**src/rtl/pipelined_adder.sv**
```systemverilog
// Add/subtract unit whose carry chain is cut into STAGES registered slices.
// The stages use valid/ready flow control, and bubbles in the pipe collapse.
module pipelined_adder #(
   parameter int WIDTH  = 8,
   parameter int STAGES = 4
) (
   input  logic             clk,
   input  logic             rst_n,
   input  logic             in_valid,
   output logic             in_ready,
   input  logic [WIDTH-1:0] a,
   input  logic [WIDTH-1:0] b,
   input  logic             cin,
   input  logic             sub,
   output logic             out_valid,
   input  logic             out_ready,
   output logic [WIDTH:0]   sum,
   output logic             ovf
);

   localparam int SLICE = WIDTH / STAGES;
   localparam int BTOT  = STAGES * WIDTH - SLICE * STAGES * (STAGES - 1) / 2;

   logic [STAGES-1:0]            vAll;
   logic [STAGES-1:0]            adv;
   logic [STAGES-1:0]            vSrc;
   logic [STAGES-1:0]            cSrc;
   logic [STAGES-1:0][WIDTH-1:0] xSrc;
   logic [BTOT-1:0]              bSrc;

   assign xSrc[0]            = a;
   assign cSrc[0]            = cin ^ sub;
   assign vSrc[0]            = in_valid;
   assign bSrc[0 +: WIDTH]   = b ^ {WIDTH{sub}};

   // A stage may advance if it is empty or everything below it advances.
   always_comb begin
      logic advAcc;
      advAcc = ~vAll[STAGES-1] | out_ready;
      adv[STAGES-1] = advAcc;
      for (int k = STAGES - 2; k >= 0; k--) begin
         advAcc = ~vAll[k] | advAcc;
         adv[k] = advAcc;
      end
   end

   assign in_ready = adv[0];

   // The x word holds finished result slices at the top and the unprocessed bits of a
   // below them, so it shifts down by one slice per stage. Unused b bits shrink per stage.
   for (genvar k = 0; k < STAGES; k++) begin : gStage
      localparam int BW   = WIDTH - k * SLICE;
      localparam int BOFF = k * WIDTH - SLICE * k * (k - 1) / 2;

      logic [BW-1:0]  bIn;
      logic [SLICE:0] sliceSum;
      logic           vQ;

      assign bIn      = bSrc[BOFF +: BW];
      assign sliceSum = {1'b0, xSrc[k][SLICE-1:0]} + {1'b0, bIn[SLICE-1:0]}
                      + {{SLICE{1'b0}}, cSrc[k]};
      assign vAll[k]  = vQ;

      if (k < STAGES - 1) begin : gMid
         logic [WIDTH-1:0]    xQ;
         logic [BW-SLICE-1:0] bQ;
         logic                cQ;

         always_ff @(posedge clk or negedge rst_n) begin
            if (!rst_n) begin
               vQ <= 1'b0;
               xQ <= '0;
               bQ <= '0;
               cQ <= 1'b0;
            end else if (adv[k]) begin
               vQ <= vSrc[k];
               if (vSrc[k]) begin
                  xQ <= {sliceSum[SLICE-1:0], xSrc[k][WIDTH-1:SLICE]};
                  bQ <= bIn[BW-1:SLICE];
                  cQ <= sliceSum[SLICE];
               end
            end
         end

         assign xSrc[k+1]                  = xQ;
         assign cSrc[k+1]                  = cQ;
         assign vSrc[k+1]                  = vQ;
         assign bSrc[BOFF+BW +: BW-SLICE]  = bQ;
      end else begin : gLast
         logic [WIDTH-1:0] resD;
         logic [WIDTH:0]   sumQ;
         logic             ovfQ;

         always_comb begin
            resD = xSrc[k] >> SLICE;
            resD[WIDTH-1 -: SLICE] = sliceSum[SLICE-1:0];
         end

         // The top slice of a and b_eff sits in the low bits here, so the sign bits are at SLICE-1.
         always_ff @(posedge clk or negedge rst_n) begin
            if (!rst_n) begin
               vQ   <= 1'b0;
               sumQ <= '0;
               ovfQ <= 1'b0;
            end else if (adv[k]) begin
               vQ <= vSrc[k];
               if (vSrc[k]) begin
                  sumQ <= {sliceSum[SLICE], resD};
                  ovfQ <= (xSrc[k][SLICE-1] == bIn[SLICE-1]) &&
                          (resD[WIDTH-1] != xSrc[k][SLICE-1]);
               end
            end
         end

         assign out_valid = vQ;
         assign sum       = sumQ;
         assign ovf       = ovfQ;
      end
   end

endmodule

```
**config.mk**
```make
export PLATFORM = sky130hd
export DESIGN_NAME = pipelined_adder
export DESIGN_NICKNAME = d
export VERILOG_FILES = /design/src/rtl/pipelined_adder.sv
export SDC_FILE = /design/constraint.sdc
export NUM_CORES = 1
export LEC_CHECK = 0
export BUFFER_PORTS_ARGS = -buffer_cell sky130_fd_sc_hd__buf_2
export CAP_MARGIN = 20
export CORE_MARGIN = 2
export CORE_UTILIZATION = 45
export DETAILED_ROUTE_END_ITERATION = 8
export PLACE_DENSITY = 0.79
export SYNTH_ARGS = -nofsm -noshare
export SYNTH_HDL_FRONTEND = slang
export SYNTH_SLANG_ARGS = --single-unit
```
**constraint.sdc**
```tcl
create_clock -name clk -period 1.7 [get_ports clk]
set_input_delay 0.34 -clock clk [delete_from_list [all_inputs] [get_ports clk]]
set_output_delay 0.34 -clock clk [all_outputs]
set_load 0.01 [all_outputs]
```
======== Yosys cells after proc, flatten, opt, wreduce, memory -nomap -nowiden ========
Cells that the tools add are included.
storage, ports and cells
  bits of input ports ..................... 22
  bits in registers ....................... 53
operators by class
  reduce and logical (&&, ||, !) cells .... 5
  bitwise logic cells ..................... 10
  $add $sub $neg .......................... 8
  eq/ne operators ......................... 2
operators by type and width
  cell                 count
  $add A2 B2 Y3        4
  $add A3 B1 Y3        4
  $reduce_and A2 Y1    4
  $xor A8 B8 Y8        1
  $not A1 Y1           4
  $or A1 B1 Y1         4
  $eq A1 B1 Y1         1
  $logic_and A1 B1 Y1  1
  $ne A1 B1 Y1         1
  $xor A1 B1 Y1        1

======== Depth between registers and ports, before layout ========
Gate-level depths: netlist (run 1).
  depth in word-level cells ............... 6
  depth in mapped cells ................... 6

======== Worst setup path after synthesis (run 1) ========
No wires, ideal clock.
  kind .................................... input to register
  start point ............................. in sub
  end point ............................... reg gStage[0].gMid.xQ[7]
  buffers on the path ..................... 1
  setup slack ............................. -0.200 ns
  data arrival time ....................... 1.775 ns
  cell stages on the path ................. 6
  setup time .............................. 0.125 ns
  required time ........................... 1.575 ns
  cell sequence ........................... buf_2 > xnor2_1 > fa_1 > inv_1 > fa_1 > mux2_4
on the way
  cells in the longest elaborated chain, start to end .. 3
  elaborated cells on any way between the ends .. 4
ends and longest elaborated chain
  element                          line  RTL
  from (decl)                      14    input logic sub,
  $xor A8 B8 Y8                    34    assign bSrc[0 +: WIDTH] = b ^ {WIDTH{sub}};
  $add A2 B2 Y3                    60    assign sliceSum = {1'b0, xSrc[k][SLICE-1:0]} + {1'b0, bIn[SLICE-1:0]}
  $add A3 B1 Y3 *                  61    + {{SLICE{1'b0}}, cSrc[k]};
  named net gStage[0].sliceSum[1]  56    logic [SLICE:0] sliceSum;
  to (signal assigned)             78    xQ <= {sliceSum[SLICE-1:0], xSrc[k][WIDTH-1:SLICE]};
  to (decl)                        65    logic [WIDTH-1:0] xQ;
The timed path passes the listed nets; every way through them passes the cells marked *.
A chain may end at the register's enable or synchronous reset.

======== Worst setup path in the final report (run 1) ========
  start point ............................. reg gStage[2].gMid.bQ[0]
  end point ............................... reg gStage[3].gLast.ovfQ, in the netlist ovf
on the way
  cells in the longest elaborated chain, start to end .. 4
ends and longest elaborated chain
  element                 line  RTL
  from (decl)             66    logic [BW-SLICE-1:0] bQ;
  from (signal assigned)  79    bQ <= bIn[BW-1:SLICE];
  $add A2 B2 Y3           60
  $add A3 B1 Y3           61
  $ne A1 B1 Y1            110   (resD[WIDTH-1] != xSrc[k][SLICE-1]);
  $logic_and A1 B1 Y1     109   ovfQ <= (xSrc[k][SLICE-1] == bIn[SLICE-1]) &&
  to (signal assigned)    109
  to (decl)               92    logic ovfQ;
Every way passes these cells.

==> results_dict.tcl, run 1 <==
set metrics [dict create \
    whs_ns 0.02411 \
    gp_congestion 0.7116 \
    core_area_mm2 0.005107 \
    syn_inst 167 \
    combPwrFrac_pct 32.6 \
    intPower_mw 2.691 \
    hold_viol 0 \
    slew_violations 0 \
    cts_tree "done" \
    die-height_um 76.80 \
    pwr-share-clk_pct 17.2 \
    grt_pass1_wl_mm 6.285 \
    synth_fp_nets 198 \
    cp.arrival_ns 1.94 \
    clkTransAtPathRegs_ns 0.08 \
    grt_use_met3_pct 3.765 \
    vdd_drop_max_v 0.0004742 \
    maxCapViolCount 0 \
    fmax_mhz 583.8 \
    grt_pass1_vias 1381 \
    yosys_most_used_dff "dfrtp_1" \
    layout-drive-gt1-share_pct 42.65 \
    firstDrtPassIters 4 \
    final_common_cell "dfrtp_1" \
    ant_nets 0 \
    layout_common_cells "dfrtp_1 (51), buf_2 (33), mux2_2 (28)" \
    slew_headroom_pct 82.32 \
    ys_warn_count 0 \
    clock-skew-final_ns 0.004269 \
    via_per_inst 4.680 \
    placed_cell_area_mm2 0.002700 \
    clock-sinks 53 \
    worstSetupStartpointType "flip-flop" \
    final.min_clock_period_ns 1.713 \
    setup_violations 1 \
    die_w_um 76.80 \
    post-cts-setup-buffer-count 0 \
    grt_max_degree 54 \
    drt-initial-drc-count 54 \
    finalPower_mw 3.844 \
    postLayoutCoreUtil_pct 54.51 \
    switching_share_pct 30.01 \
    vias 1315 \
    dp_hpwl_mm 2.619 \
    met1_usage_pct 17.29 \
    synth.distinct_cells 22 \
    insertion_delay_ns 0.30 \
    yosysTopAreaCell "dfrtp_1" \
    finalNetCount 241 \
    crit_required_ns 1.93 \
    synthArstFlopShare_pct 100.0 \
    violations "setup timing" \
    synth_area_leaders "dfrtp_1 (56%), mux2_2 (13%), fa_1 (6.7%)" \
    cts_max_level 2 \
    p_leak_nw 1.353 \
    start_util_pct 46.69 \
    worst_pin_slew_ns 0.2643 \
    p_sw_mw 1.154 \
    hold_buffers 0 \
    cts_made_buffers 5 \
    outcome "finished, violations left" \
    synth-seq-cells 53 \
    crit_type "reg2reg" \
    grt_busiest_layer "met2" \
    avgSynthCellArea_um2 14.28 \
    totalWireLength_mm 3.407 \
    seqPwrFrac_pct 50.3 \
    seq_area_frac_synth_pct 55.61 \
    cts_root_buf "clkbuf_8" \
    rows 26 \
    area_growth_pct 16.74 \
    grt_usage_pct 13.40 \
    design_area_mm2 0.002784 \
    wl_per_cell_um 12.12 \
    n_antenna_cell 0 \
    grtUsageMet2_pct 21.32 \
    drc 0 \
    rsz0062_at_grt "true" \
    setup_ws_ns -0.01283 \
    grt_antenna_before_repair 0 \
    synth-edff-count 0 \
    io_pins 34 \
    end_kind "flip-flop" \
    port_buffers 33 \
    synth_top_area_share_pct 55.61 \
    min_period_over_period_pct 100.8 \
    clock_path_buffers 2 \
    dieArea_mm2 0.005897 \
    hp-class "in2async" \
    power_per_cell_area_mw_per_mm2 1381 \
    grt_overflow_total 0 \
    critPathMaxFanout 2 \
    syn_area_mm2 0.002385 \
]
[logic make-up after synthesis]
| logic type | after synthesis | synth area share [%] |
|---|---|---|
| flops | 53 | 55.61 |
| buf+inv | 28 | 5.456 |
| compound gates | 10 | 2.729 |
| mux | 44 | 21.41 |
| simple gates | 13 | 3.882 |
| xor+xnor | 10 | 3.672 |
| fa+ha+maj | 9 | 7.240 |
[final timing paths]
check	to	slack, ns	from	cells past startpoint
worst max-delay path	ovf	-0.01	gStage[2].gMid.bQ[0]	6
worst min-delay path	sum[0]	0.02	rst_n	2
worst max register to register	ovf	-0.01	gStage[2].gMid.bQ[0]	6
worst min register to register	sum[0]	0.50	sum[0]	1
max in group asynchronous	gStage[2].vQ	1.44	rst_n	2
min in group clk	gStage[0].gMid.xQ[0]	0.27	a[2]	2
[per-stage QoR]
step	std cells	TNS [ns]	setup slack, ns
after floorplan	167	-0.08451	-0.08451
after global placement	273	-0.1325	-0.1069
after detailed placement	273	-0.2382	-0.1685
after CTS	281	-0.01719	-0.01719
after global routing	281	-0.1612	-0.1612
final	281	-0.01283	-0.01283
[power groups by stage]
stage | sequential [mW] | combinational, mW | clock (mW)
floorplan | 1.96 | 0.862 | 0
global placement | 1.94 | 1.23 | 0
detailed placement | 1.97 | 1.29 | 0
CTS | 1.94 | 1.28 | 0.686
global route | 2.00 | 1.44 | 0.733
finish | 1.93 | 1.25 | 0.659
[registers in the layout, indices dropped and copies added, names as in the netlist]
register / count
gStage.gMid.xQ: 24
gStage.gMid.bQ: 12
sum: 9
gStage.gMid.cQ: 3
gStage.vQ: 3
out_valid: 1
ovf: 1
[synth_stat cells (all sizes together) (4+ instances only)]
master	number
mux2	35
fa	8
xnor2	5
mux2i	9
dfrtp	53
inv	24
nand2	5
nand2b	4
buf	4
xor2	5
o21ai	9
[metal layers]
layer  wire (µm)  vias up  part of all wire (%)
met1        1537      646                    45
met2        1636       29                    48
li1            -      633                     -
met3         172        7                   5.0
met5           0        -                     0
met4          60        0                   1.8
[worst max-delay path, cell delays in order, from the launching register on]
cell	delay, ns
dfrtp_1	0.36
inv_2	0.05
fa_2	0.39
fa_1	0.52
xnor2_1	0.12
nand3_1	0.08
o2bb2ai_1	0.12
[final cells by class]
cell class	instances	area [µm²]
Clock buffer	8	80.08
Tap cell	70	87.58
Multi-Input combinational cell	86	942.2
Fill cell	439	2323
Inverter	24	90.09
Sequential cell	53	1329
Timing Repair Buffer	40	255.2
[repair_timing]
item                       CTS  global route
setup endpoints to repair    2             2
gates resized for setup      2             2
pin swaps                    4             0
Power figures use the tool's default switching activity.
==> run 2, diff against run 1 <==
--- a/config.mk
+++ b/config.mk
@@ -5,6 +5,7 @@
 export SDC_FILE = /design/constraint.sdc
 export NUM_CORES = 1
 export LEC_CHECK = 0
+export ABC_AREA = 1
 export BUFFER_PORTS_ARGS = -buffer_cell sky130_fd_sc_hd__buf_2
 export CAP_MARGIN = 20
 export CORE_MARGIN = 2
==> results_dict.tcl, run 2 <==
set metrics [dict create \
    outcome "completed" \
    grt_busiest_layer "met2" \
    vias 1623 \
    gp_congestion 0.7236 \
    core_area_mm2 0.005075 \
    whs_ns 0.01633 \
    final_common_cell "nand2_1" \
    design_area_mm2 0.002703 \
    synth_top_area_share_pct 56.35 \
    grtUsageMet2_pct 24.69 \
    dp_hpwl_mm 2.752 \
    die_w_um 76.32 \
    vdd_drop_max_v 0.0005891 \
    largest_reg_flops 24 \
    layout-drive-gt1-share_pct 19.30 \
    fillers 472 \
    die-height_um 76.32 \
    placed_cell_area_mm2 0.002620 \
    synthArstFlopShare_pct 100.0 \
    worstSetupStartpointType "flip-flop" \
    crit_type "reg2reg" \
    r2r_slack_ns 0.03 \
    via_per_inst 4.572 \
    synth_fp_nets 279 \
    clock-sinks 53 \
    reg2reg_to "ovf" \
    slew_violations 0 \
    grt_usage_pct 14.62 \
    layout_common_cells "nand2_1 (77), dfrtp_1 (53), buf_2 (33)" \
    drc 0 \
    setup_violations 0 \
    post-cts-setup-buffer-count 0 \
    rsz0062_at_grt "true" \
    cts_made_buffers 5 \
    wl_per_cell_um 10.48 \
    final.min_clock_period_ns 1.671 \
    regMostFlops "gStage.gMid.xQ" \
    cpMaxStageDelayCell "fa_1" \
    worst_pin_slew_ns 0.2692 \
    port_buffers 33 \
    cts_max_level 2 \
    yosysTopAreaCell "dfrtp_1" \
    clock_path_buffers 2 \
    p_leak_nw 1.419 \
    maxCapViolCount 0 \
    clock-skew-final_ns 0.004444 \
    crit_chain "inv_2 -> fa_2 -> fa_1 -> nor2_1 -> nor2_1 -> nand3_1 -> nand2_1" \
    finalNetCount 315 \
    hp-class "in2async" \
    syn_inst 248 \
    io_pins 34 \
    rows 26 \
    grt_use_met3_pct 3.436 \
    yosys.cell_count.top_type "nand2_1" \
    grt_antenna_before_repair 0 \
    critPathMaxFanout 3 \
    synth-edff-count 0 \
    hold_buffers 0 \
    cts_root_buf "clkbuf_8" \
    insertion_delay_ns 0.30 \
    avgSynthCellArea_um2 9.490 \
    setup_ws_ns 0.02864 \
    grt_pass1_vias 1609 \
    ys_warn_count 0 \
    crit_top_cell "nor2_1" \
    drt-initial-drc-count 79 \
    slew_headroom_pct 81.99 \
    clkTransAtPathRegs_ns 0.09 \
    synth.distinct_cells 22 \
    grt_pass1_wl_mm 6.886 \
    met1_usage_pct 18.11 \
    area_growth_pct 14.83 \
    end_kind "flip-flop" \
    dieArea_mm2 0.005825 \
    start_util_pct 46.38 \
    min_period_over_period_pct 98.32 \
    cts_tree "done" \
    synth-seq-cells 53 \
    syn_area_mm2 0.002354 \
    grt_max_degree 54 \
    seq_area_frac_synth_pct 56.35 \
    grt_overflow_total 0 \
    r2r_start "gStage[2].gMid.xQ[0]" \
    yosys_most_used_dff "dfrtp_1" \
    n_antenna_cell 0 \
    totalWireLength_mm 3.720 \
    synthTopCellsByCount "nand2_1 (77), dfrtp_1 (53), nand3_1 (27)" \
    pre_cts_ws_ns -0.05685 \
    crit_required_ns 1.95 \
    firstDrtPassIters 2 \
    crit_path_max_incr_delay_ns 0.52 \
    hold_viol 0 \
    ant_nets 0 \
    cp.arrival_ns 1.92 \
    fmax_mhz 598.3 \
    synth_area_leaders "dfrtp_1 (56%), nand2_1 (12%), fa_1 (6.8%)" \
    power_per_cell_area_mw_per_mm2 1532 \
    reg2regPathDepth 7 \
]
-- run 2: cell count changes after synthesis, moves of 4 or more --
cell	change
o21ai_0	-4
nand2b_1	-4
mux2i_1	-9
nand2_1	+73
nor2_1	+10
mux2_4	-7
a21oi_1	+8
nand3_1	+26
o21ai_1	+10
mux2_2	-28
-- run 2: worst max path at each step --
| stage | startpoint | end | slack [ns] | cells past startpoint |
|---|---|---|---|---|
| 3_5_place_dp | sub | gStage[0].gMid.xQ[7] | -0.06 | 7 |
| 4_1_cts | gStage[2].gMid.xQ[0] | ovf | -0.01 | 7 |
| 6_report | gStage[2].gMid.xQ[0] | ovf | 0.03 | 7 |
| 3_3_place_gp | sub | gStage[0].gMid.xQ[7] | -0.01 | 7 |
| 2_1_floorplan | sub | gStage[0].gMid.xQ[7] | 0.02 | 7 |
| 5_1_grt | gStage[2].gMid.xQ[0] | ovf | -0.11 | 7 |
-- run 2: final cells by class --
class | instances | area (µm²) | area share [%]
inverters | 25 | 93.84 | 3.472
clock buffers | 8 | 80.08 | 2.963
well taps | 70 | 87.58 | 3.241
flip-flops and latches | 53 | 1326 | 49.07
repair buffers | 40 | 230.2 | 8.519
multi-input cells | 159 | 884.6 | 32.73
-- run 2: worst max-delay path: cells and delay by family, from the launching register on --
kind                     cells  cell delay, ns
adder cells (fa/ha/maj)      2            0.89
flip-flops                   1            0.35
AND/OR/NAND/NOR              4            0.32
buffers and inverters        1            0.05
-- run 2: metal layers --
metal	vias to the layer above	share of wire [%]
met5	-	0
met4	0	1.7
met3	7	4.2
met2	36	47
met1	740	47
li1	840	-
-- run 2: repair_timing --
| item | CTS | global route |
|---|---|---|
| resized for setup | 2 | 0 |
| endpoints found under the setup margin | 1 | 1 |
| cloned | 0 | 0 |
| pin swaps | 1 | 2 |
-- run 2: through the flow --
step                      utilization (%)  instances  power, mW  setup TNS [ns]
after global routing                53.25        355      4.550         -0.1051
final                               53.25        355      4.139               0
after floorplan                         -        248      3.083               0
after CTS                           53.25        355      4.198        -0.01256
after global placement              51.63        347      3.432        -0.01047
after detailed placement            51.63        347      3.519        -0.08685
-- run 2: logic make-up (layout without fill, tap and decap cells) --
| family | Yosys count | after routing | synth area share [%] |
|---|---|---|---|
| flops | 53 | 53 | 56.35 |
| fa+ha+maj | 9 | 9 | 7.336 |
| xor+xnor | 9 | 9 | 3.349 |
| compound gates | 22 | 22 | 4.679 |
| simple gates | 119 | 119 | 21.80 |
| buf+inv | 36 | 73 | 6.486 |
-- run 2: power by group --
part           internal (mW)  total, mW  switching [mW]
clock network          0.293      0.667           0.373
logic                  0.590       1.48           0.892
registers               1.74       1.99           0.247
